$ cat src/rtl/jk_arb_pkg.sv
// Shared op encodings and the JK next-state helper for the bank arbiter.
package jk_arb_pkg;

  localparam logic [1:0] OP_HOLD = 2'b00;
  localparam logic [1:0] OP_CLR  = 2'b01;
  localparam logic [1:0] OP_SET  = 2'b10;
  localparam logic [1:0] OP_TGL  = 2'b11;

  // Widest bank the helper supports; callers zero-extend and truncate.
  localparam int JK_MAX_W = 64;

  // JK update of the masked bits; unmasked bits always hold.
  function automatic logic [JK_MAX_W-1:0] jk_next(
    input logic [JK_MAX_W-1:0] q,
    input logic [1:0]          op,
    input logic [JK_MAX_W-1:0] mask
  );
    case (op)
      OP_CLR:  return q & ~mask;
      OP_SET:  return q | mask;
      OP_TGL:  return q ^ mask;
      default: return q;
    endcase
  endfunction

endpackage

$ cat src/rtl/rr_arbiter.sv
// Round-robin grant with lock override: one-hot grant plus encoded index.
module rr_arbiter #(
  parameter int N_REQ = 4,
  parameter int IDW   = (N_REQ > 1) ? $clog2(N_REQ) : 1
) (
  input  logic [N_REQ-1:0] i_req,
  input  logic [IDW-1:0]   i_ptr,
  input  logic             i_lock_en,
  input  logic [IDW-1:0]   i_lock_id,
  output logic [N_REQ-1:0] o_gnt,
  output logic [IDW-1:0]   o_idx
);

  int   w_cand;
  logic w_found;

  // Scan from the pointer with wrap; a held lock admits only its owner.
  always_comb begin
    o_gnt   = '0;
    o_idx   = '0;
    w_cand  = 0;
    w_found = 1'b0;
    if (i_lock_en) begin
      if (i_req[i_lock_id]) begin
        o_gnt[i_lock_id] = 1'b1;
        o_idx            = i_lock_id;
      end
    end else begin
      for (int k = 0; k < N_REQ; k++) begin
        w_cand = (int'(i_ptr) + k) % N_REQ;
        if (!w_found && i_req[w_cand]) begin
          w_found       = 1'b1;
          o_gnt[w_cand] = 1'b1;
          o_idx         = IDW'(w_cand);
        end
      end
    end
  end

endmodule

$ cat src/rtl/jk_bank_arbiter.sv
// Arbitrated masked JK commands into a register bank, one command per cycle.
module jk_bank_arbiter
  import jk_arb_pkg::*;
#(
  parameter int               N_REQ     = 4,
  parameter int               WIDTH     = 8,
  parameter logic [WIDTH-1:0] RESET_VAL = '1,
  parameter int               IDW       = (N_REQ > 1) ? $clog2(N_REQ) : 1
) (
  input  logic                   clk,
  input  logic                   reset,
  input  logic [N_REQ-1:0]       req_valid,
  input  logic [2*N_REQ-1:0]     req_op,
  input  logic [WIDTH*N_REQ-1:0] req_mask,
  input  logic [N_REQ-1:0]       req_lock,
  output logic [N_REQ-1:0]       req_ready,
  output logic [WIDTH-1:0]       q,
  output logic [WIDTH-1:0]       qb,
  output logic                   done,
  output logic [IDW-1:0]         done_id,
  output logic                   busy
);

  logic [N_REQ-1:0] w_gnt;
  logic [IDW-1:0]   w_gidx;
  logic             w_xfer;
  logic [1:0]       w_sel_op;
  logic [WIDTH-1:0] w_sel_mask;

  logic [IDW-1:0]   r_ptr;
  logic             r_locked;
  logic [IDW-1:0]   r_lock_id;

  logic             r_cmd_vld_p0;
  logic [1:0]       r_cmd_op_p0;
  logic [WIDTH-1:0] r_cmd_mask_p0;
  logic [IDW-1:0]   r_cmd_id_p0;

  logic [WIDTH-1:0] r_q;
  logic             r_done;
  logic [IDW-1:0]   r_done_id;

  rr_arbiter #(.N_REQ(N_REQ), .IDW(IDW)) u_arb (
    .i_req     (req_valid),
    .i_ptr     (r_ptr),
    .i_lock_en (r_locked),
    .i_lock_id (r_lock_id),
    .o_gnt     (w_gnt),
    .o_idx     (w_gidx)
  );

  // Grant only asserts on a valid requester, so any ready bit is a transfer.
  assign req_ready  = reset ? '0 : w_gnt;
  assign w_xfer     = |req_ready;
  assign w_sel_op   = req_op[2*int'(w_gidx) +: 2];
  assign w_sel_mask = req_mask[WIDTH*int'(w_gidx) +: WIDTH];

  // Pointer advances past the winner; lock follows the winner's lock bit.
  always_ff @(posedge clk) begin
    if (reset) begin
      r_ptr     <= '0;
      r_locked  <= 1'b0;
      r_lock_id <= '0;
    end else if (w_xfer) begin
      r_ptr     <= (w_gidx == IDW'(N_REQ - 1)) ? '0 : w_gidx + IDW'(1);
      r_locked  <= req_lock[w_gidx];
      r_lock_id <= w_gidx;
    end
  end

  // Stage p0: command register capture
  always_ff @(posedge clk) begin
    if (reset) r_cmd_vld_p0 <= 1'b0;
    else       r_cmd_vld_p0 <= w_xfer;
  end

  // Command payload; qualified by r_cmd_vld_p0 so it needs no reset.
  always_ff @(posedge clk) begin
    if (w_xfer) begin
      r_cmd_op_p0   <= w_sel_op;
      r_cmd_mask_p0 <= w_sel_mask;
      r_cmd_id_p0   <= w_gidx;
    end
  end

  // Stage p1: apply to bank and report completion
  always_ff @(posedge clk) begin
    if (reset) begin
      r_q       <= RESET_VAL;
      r_done    <= 1'b0;
      r_done_id <= '0;
    end else begin
      r_done <= r_cmd_vld_p0;
      if (r_cmd_vld_p0) begin
        r_q       <= WIDTH'(jk_next(JK_MAX_W'(r_q), r_cmd_op_p0, JK_MAX_W'(r_cmd_mask_p0)));
        r_done_id <= r_cmd_id_p0;
      end
    end
  end

  assign q       = r_q;
  assign qb      = ~r_q;
  assign done    = r_done;
  assign done_id = r_done_id;
  assign busy    = r_cmd_vld_p0 | r_locked;

endmodule

$ cat config.mk
export PLATFORM = sky130hd
export DESIGN_NAME = jk_bank_arbiter
export DESIGN_NICKNAME = d
export VERILOG_FILES = /design/src/rtl/jk_arb_pkg.sv /design/src/rtl/rr_arbiter.sv /design/src/rtl/jk_bank_arbiter.sv
export SDC_FILE = /design/constraint.sdc
export NUM_CORES = 1
export LEC_CHECK = 0
export ABC_CLOCK_PERIOD_IN_PS = 3000
export BUFFER_PORTS_ARGS = -buffer_cell sky130_fd_sc_hd__buf_4
export CORE_ASPECT_RATIO = 0.5
export CORE_MARGIN = 3
export CORE_UTILIZATION = 30
export CTS_CLUSTER_DIAMETER = 100
export CTS_CLUSTER_SIZE = 30
export DETAILED_ROUTE_END_ITERATION = 10
export HOLD_SLACK_MARGIN = 0.08
export PLACE_DENSITY = 0.5
export SETUP_SLACK_MARGIN = 0.3
export SKIP_LAST_GASP = 1
export SYNTH_ARGS = -nofsm -noshare
export SYNTH_HDL_FRONTEND = slang
export SYNTH_SLANG_ARGS = --single-unit
$ cat constraint.sdc
create_clock -name clk -period 3 [get_ports clk]
set_input_delay 0 -clock clk [delete_from_list [all_inputs] [get_ports clk]]
set_output_delay 0 -clock clk [all_outputs]
set_load 0.05 [all_outputs]
---- After elaboration in Yosys (flattened, before gate mapping) ----
Index checks and enable logic that the tools add are counted.
operators by class
  $add $sub $neg .......................... 4
  $lt $le $gt $ge ......................... 11
  eq/ne operators ......................... 4
  shifts and indexed selects .............. 2
  multiplexer cells ....................... 49
  bitwise gates (word level) .............. 12
  reductions and logical operators ........ 17
operators by type and width
  cell                 count
  $mux 4               10
  $shiftx 32x6->8      1
  $pmux 8 s3           1
  $mux 1               20
  $not 8->8            2
  $mux 2               7
  $bmux 1 s2           6
  $lt 3x4->1 const B   3
  $or 4x4->4           3
  $demux 1 s2          5
  $ge 3x1->1 const B   3
  $lt 2x3->1 const B   3
  $and 8x8->8          1
  $logic_and 1x1->1    8
  $or 8x8->8           1
  $shiftx 8x4->2       1
  $xor 8x8->8          1
  $eq 2x2->1 const B   3
  $reduce_or 2->1      3
  $add 2x1->2 const B  2
  $add 2x2->2 const B  2
  $ge 2x1->1 const B   2
  $reduce_or 4->1      1
  $and 1x1->1 const A  3
  other kinds (5)      7
word-level totals
  register bits ........................... 29
  bits of input ports ..................... 50
  output and inout port bits .............. 24
  word-level logic and storage cells ...... 109

---- Logic depth before layout (Yosys ltp) ----
  depth after elaboration ................. 19
  mapped depth ............................ 14
  mapped depth without buffers ............ 10

---- Cells and area by module ----
From an unflattened synthesis, not the netlist that was laid out.
unflattened totals
  cell total of the unflattened synthesis .. 222
  area total of the unflattened synthesis .. 2,302.2 µm²
modules (own cells, without submodules)
  module           instances  cells each  area an instance (µm²)  seq. area each (µm²)
  jk_bank_arbiter  1          154         1,716.6                 700.7
  rr_arbiter       1          68          585.6                   0.0

---- Least setup slack after synthesis ----
No wires, ideal clock.
  kind .................................... register to register
  start point ............................. reg r_ptr[0]
  end point ............................... reg r_cmd_mask_p0[0], data pin
  setup time .............................. 270 ps
  data arrival time ....................... 2,880 ps
  data required time ...................... 2,730 ps
  slack ................................... -151 ps
  stages on the path, launching flop included .. 12
  buffers on the path ..................... 3
  clock period less this slack ............ 3,151 ps
  cell sequence ........................... dfxtp_1 inv_1 ha_1 buf_6 or3b_1 a2111o_1 a311o_1 o221a_2 buf_6 buf_2 a211oi_1 a21oi_1
between the ends
  word-level cells in the longest chain between the ends .. 17
  elaborated cells on any way between the ends .. 32
  classes of those cells .................. add/sub (3); shift (1); mux (22); reduce/logical (6)
RTL lines
  element                                                               line                   source
  start, declared                                                       jk_bank_arbiter.sv:30  logic [IDW-1:0] r_ptr;
  start signal, assigned                                                jk_bank_arbiter.sv:65  r_ptr <= (w_gidx == IDW'(N_REQ - 1)) ? '0 : w_gidx + IDW'(1);
  parallel branches: the longest is 14 deep, another holds $add 2x1->2  -
  $mux 2 (*)                                                            rr_arbiter.sv:31       if (!w_found && i_req[w_cand]) begin
  $mux 2 (*)                                                            rr_arbiter.sv:23       if (i_lock_en) begin
  $shiftx 32x6->8 (*)                                                   jk_bank_arbiter.sv:56  assign w_sel_mask = req_mask[WIDTH*int'(w_gidx) +: WIDTH];
  via w_sel_mask[0]                                                     jk_bank_arbiter.sv:28  logic [WIDTH-1:0] w_sel_mask;
  end signal, assigned                                                  jk_bank_arbiter.sv:81  r_cmd_mask_p0 <= w_sel_mask;
  end, declared                                                         jk_bank_arbiter.sv:36  logic [WIDTH-1:0] r_cmd_mask_p0;
Mark *: on every way through the listed nets, which the timed path passes. The select of a mux whose other input is x is not followed.
A chain may end at the register's enable or synchronous reset.

---- Worst setup path in the final report ----
  start point ............................. reg r_ptr[0]
  end point ............................... reg r_cmd_mask_p0[3] (enable)
between the ends
  word-level cells in the longest chain between the ends .. 18
  elaborated cells on any way between the ends .. 65
  classes of those cells .................. add/sub (3); order compare (8); mux (34); bitwise (6); reduce/logical (14)
RTL lines
  element                                                                     line                                source
  $add 2x1->2 or $bmux 1 s2 (tied branches)                                   rr_arbiter.sv:30, rr_arbiter.sv:31
  $reduce_or 2->1 (no source line) or $mux 1 (tied branches)                  -
  $and 1x1->1 (no source line) or $mux 1 (tied branches)                      -
  $lt 3x4->1 (implied by the code) (tied with other cells)                    rr_arbiter.sv:33                    o_gnt[w_cand] = 1'b1;
  $logic_and 1x1->1 (implied by the code) or $logic_not 1->1 (tied branches)  rr_arbiter.sv:33, rr_arbiter.sv:31
  $mux 1 (implied by the code) or $logic_and 1x1->1 (tied branches)           rr_arbiter.sv:33, rr_arbiter.sv:31
  $demux 1 s2 or $mux 1 (tied branches)                                       -
  $or 4x4->4 (no source line) or $mux 1 (tied branches)                       -
  [... 2 more ...]                                                            -
  $or 4x4->4 (no source line) or $mux 1 (tied branches)                       -
  $mux 4 or $mux 1 (tied branches)                                            rr_arbiter.sv:31, rr_arbiter.sv:23
  $mux 4 or $logic_not 1->1 (tied branches)                                   rr_arbiter.sv:23, rr_arbiter.sv:31
  $or 4x4->4 (no source line) or $logic_and 1x1->1 (tied branches)            -
  $mux 4 (*)                                                                  rr_arbiter.sv:31
  $mux 4 (*)                                                                  rr_arbiter.sv:23
  $mux 4 (*)                                                                  jk_bank_arbiter.sv:53               assign req_ready = reset ? '0 : w_gnt;
  $reduce_or 4->1 (*)                                                         jk_bank_arbiter.sv:54               assign w_xfer = |req_ready;
Every way passes the cells marked *; elsewhere a longest branch is shown, timed or not. The select of a mux whose other input is x is not followed.

==> results_dict.tcl <==
set metrics [dict create \
    area_delta_synth_final_pct 50.3 \
    synthesis.instances 289 \
    grt_pass1_wl_um 11900 \
    regToRegStartpoint "r_ptr[0]$_SDFFE_PP0P_" \
    critPathSlowestCell "mux4_2" \
    crit_path_cell_trace "inv_6, ha_4, mux4_2, nand2_2, o21ai_2, o41ai_2, and4_4, clkinvlp_4, buf_4" \
    cp.required_ns 3.05 \
    r2r_setup_slack_ns 0.24 \
    synth_mux_area_share_pct 11.5 \
    final_core_utilization_pct 49.0 \
    synth-edff-count 12 \
    synthesis.area_per_instance_sq_um 8.69 \
    post-route-cell-area_sq_um 3780 \
    area_of_the_core_sq_um 7710 \
    holdCritStartpoint "req_mask[21]" \
    netlist-cell-type-count 51 \
    dieArea_sq_um 9580 \
    postSynthNetCount 363 \
    ios 74 \
    wl_final_um 7360 \
    yosys.area.top_type "edfxtp_1" \
    clk_pin_slew_worst_paths_ns 0.05 \
    synthAdderAreaFrac_pct 12.0 \
    slew_viol_final 0 \
    grt.overflow.total 0 \
    switching_power_mw 2.17 \
    synth_top_family_by_area "compound AO/OA/AOI/OAI gates" \
    final.min_clock_period_ns 2.76 \
    cp_max_fo 7 \
    library_cell_with_the_highest_instance_count_after_synthesis "inv_1" \
    detailedPlacementHpwl_um 5020 \
    synth_top_area_share_pct 14.3 \
    diodes 0 \
    path_class_of_the_lowest_slack_min_delay_path "in -> reg" \
    post_drt_wl_per_cell_um 15.1 \
    critical_path_arrival_ns 2.81 \
    ir_drop_v 0.000487 \
    worst_clock_skew_ns 0.00359 \
    fin_tns_setup_ns 0 \
    grt_start_max_net_pins 21 \
    p_comb_share_pct 70.3 \
    powerDensity_nw_per_um2 1210 \
    result_of_the_run "finished clean" \
    seq_total_area_yosys_pct 27.9 \
    timing.setup.critical_path_class "reg -> reg" \
    synth_xor_area_share_pct 0 \
    cts_buffers 5 \
    htree_num_levels 2 \
    whs_endpoint "r_cmd_mask_p0[5]$_DFFE_PP_" \
    slew_headroom_pct 54.4 \
    r2r.worst_path.cells 9 \
    clock_sink_count 29 \
    drc 0 \
    cts.path.max_buffers 2 \
    worst_hold_path_stage_count 3 \
    crit_buf_inv 3 \
    internal_power_mw 2.42 \
    fmax_ghz 0.362 \
    synth.area.top_cells "edfxtp_1 (14%), dfxtp_1 (14%), ha_1 (12%)" \
    ys_dominant_reg_cell "dfxtp_1" \
    placed_area_sq_um 3230 \
    clockRootBuffer "clkbuf_16" \
    die_extent_in_x_um 135 \
    layout_worst_path_cycle_share_pct 92.2 \
    setup.worst_path.start_class "register" \
    detail_route.vias_per_cell 5.04 \
    rsz0062_at_grt "yes" \
    synth-compound-area-share_pct 20.5 \
    leakage_power_total_nw 1.75 \
    timing.critical_path.to_type "register" \
    synthTopCellsByCount "inv_1 (29), ha_1 (24), a21oi_1 (22), mux2i_1 (22), nor2_1 (19)" \
    first_pass_iters 4 \
    worstMarginPinSlew_ns 0.683 \
    place.port_buffers 73 \
    synth_simple_gate_area_share_pct 18.0 \
    capturing_point_of_the_worst_reg2reg_path "r_cmd_mask_p0[3]$_DFFE_PP_" \
    placement_rows 22 \
    place.gp.congestion 0.752 \
    hold_violations 0 \
    maxCapViolCount 0 \
    clockPowerShare_pct 10.3 \
    yosys_warnings 0 \
    finalSetupViolations 0 \
    syn_area_sq_um 2510 \
    worst_path_largest_cell_delay_ns 0.58 \
    critical-path-top-delay-family "multiplexers" \
    detail-route-antenna-nets 0 \
    detailroute.via_count 2449 \
    initial_util_pct 32.6 \
    dieHeight_um 70.7 \
    grt_pass1_vias 2483 \
    share_seq_of_total_power_pct 19.4 \
    detail_route.iter0.violations 89 \
    cts_tree "yes" \
    nNetsFinal 451 \
    insertion_delay_ns 0.27 \
    power_switching_share_pct 47.3 \
    drive_gt1_share_pct 41.8 \
    grt_antenna_before_repair 0 \
    ff_latch_count_synth 29 \
    async_flop_share_pct 0 \
    groute.usage.overall_pct 15.3 \
]
## worst max-delay path by stage
stage	depth (start not counted)	slack [ns]	to	start
2_1_floorplan	14	0.22	r_cmd_mask_p0[0]$_DFFE_PP_	r_ptr[0]$_SDFFE_PP0P_
3_3_place_gp	9	0.23	r_cmd_mask_p0[1]$_DFFE_PP_	r_ptr[1]$_SDFFE_PP0P_
3_5_place_dp	9	0.19	r_cmd_mask_p0[1]$_DFFE_PP_	r_ptr[1]$_SDFFE_PP0P_
4_1_cts	11	0.28	r_cmd_mask_p0[1]$_DFFE_PP_	r_ptr[0]$_SDFFE_PP0P_
5_1_grt	9	0.11	r_cmd_mask_p0[3]$_DFFE_PP_	r_ptr[0]$_SDFFE_PP0P_
6_report	9	0.24	r_cmd_mask_p0[3]$_DFFE_PP_	r_ptr[0]$_SDFFE_PP0P_
## per-stage QoR
stage                     std cells  power (mW)  hold slack [ns]  setup slack [ns]
final                           486        4.59           0.0907             0.235
after global routing            486        4.95            0.113             0.105
after CTS                       476        4.33           0.0867             0.283
after detailed placement        454        3.53            0.341             0.195
after global placement          454        3.47            0.336             0.226
after floorplan                 289        2.93            0.249             0.215
## tightest hold or removal path, cell delays in order
cell and delay, ns:
buf_4 0.08, a211oi_2 0.05, a21oi_1 0.11
## cells in the final DEF, fill, tap and decap left out, types with 3 or more instances in the layout
cell type / Yosys / layout
nor3_1: 3 / 3
o21ai_0: 8 / 8
o22ai_1: 3 / 3
nor2b_1: 4 / 4
nand2b_1: 10 / 10
ha_1: 24 / 23
nor2_1: 19 / 19
clkbuf_16: 0 / 5
and2_4: 0 / 9
o21bai_1: 3 / 3
nand2_1: 16 / 15
buf_12: 0 / 3
a22oi_1: 3 / 3
nor3b_1: 10 / 9
inv_1: 29 / 27
mux2i_1: 22 / 20
buf_4: 0 / 90
a21boi_2: 0 / 3
edfxtp_1: 12 / 12
o41ai_2: 0 / 4
dfxtp_1: 17 / 15
mux4_2: 3 / 3
a211oi_2: 1 / 11
a21oi_2: 1 / 3
dlygate4sd3_1: 0 / 3
a21oi_1: 22 / 20
## per-layer routing
layer | global-route usage, % | routed length [um]
met3 | 2.63 | 230
met4 | 4.58 | 80
met5 | 0 | 0
met1 | 18.4 | 3240
met2 | 28.0 | 3800
## state kept, by name, summed over array words and instances (netlist names), 2 cells and up
name / count
r_cmd_id_p0: 2
done_id: 2
r_cmd_op_p0: 2
q: 8
r_lock_id: 2
r_ptr: 2
r_cmd_mask_p0: 8
## power by group through the flow
stage | clock network, mW | logic (mW) | registers, mW
finish | 0.470 | 3.22 | 0.892
global route | 0.502 | 3.52 | 0.928
CTS | 0.483 | 2.95 | 0.895
detailed placement | 0 | 2.62 | 0.902
global placement | 0 | 2.57 | 0.896
floorplan | 0 | 1.93 | 0.999
## cells by family (layout without fill, tap and decap cells)
| family | Yosys count | after routing |
|---|---|---|
| AND/OR/NAND/NOR | 83 | 83 |
| multiplexers | 25 | 27 |
| adder cells (fa/ha/maj) | 24 | 24 |
| buffers and inverters | 54 | 141 |
| AO/OA/AOI/OAI | 74 | 74 |
| flip-flops | 29 | 29 |
## timing repair
action                     4_1_cts  5_1_grt
gates cloned                     4        1
hold endpoints to repair         7        0
pin swaps                        7       18
setup buffers                    7        9
setup endpoints to repair       15       21
resized for setup               17       18
hold buffers                     3        0
## area by class of cell
type / instances / area [sq um]
well taps: 108 / 135
clock buffers: 6 / 129
multi-input cells: 208 / 1810
flip-flops and latches: 29 / 708
clock inverters: 2 / 10.0
inverters: 32 / 145
fillers: 739 / 3930
repair inverters: 2 / 23.8
repair buffers: 99 / 816
(Power assumes the default switching activity.)
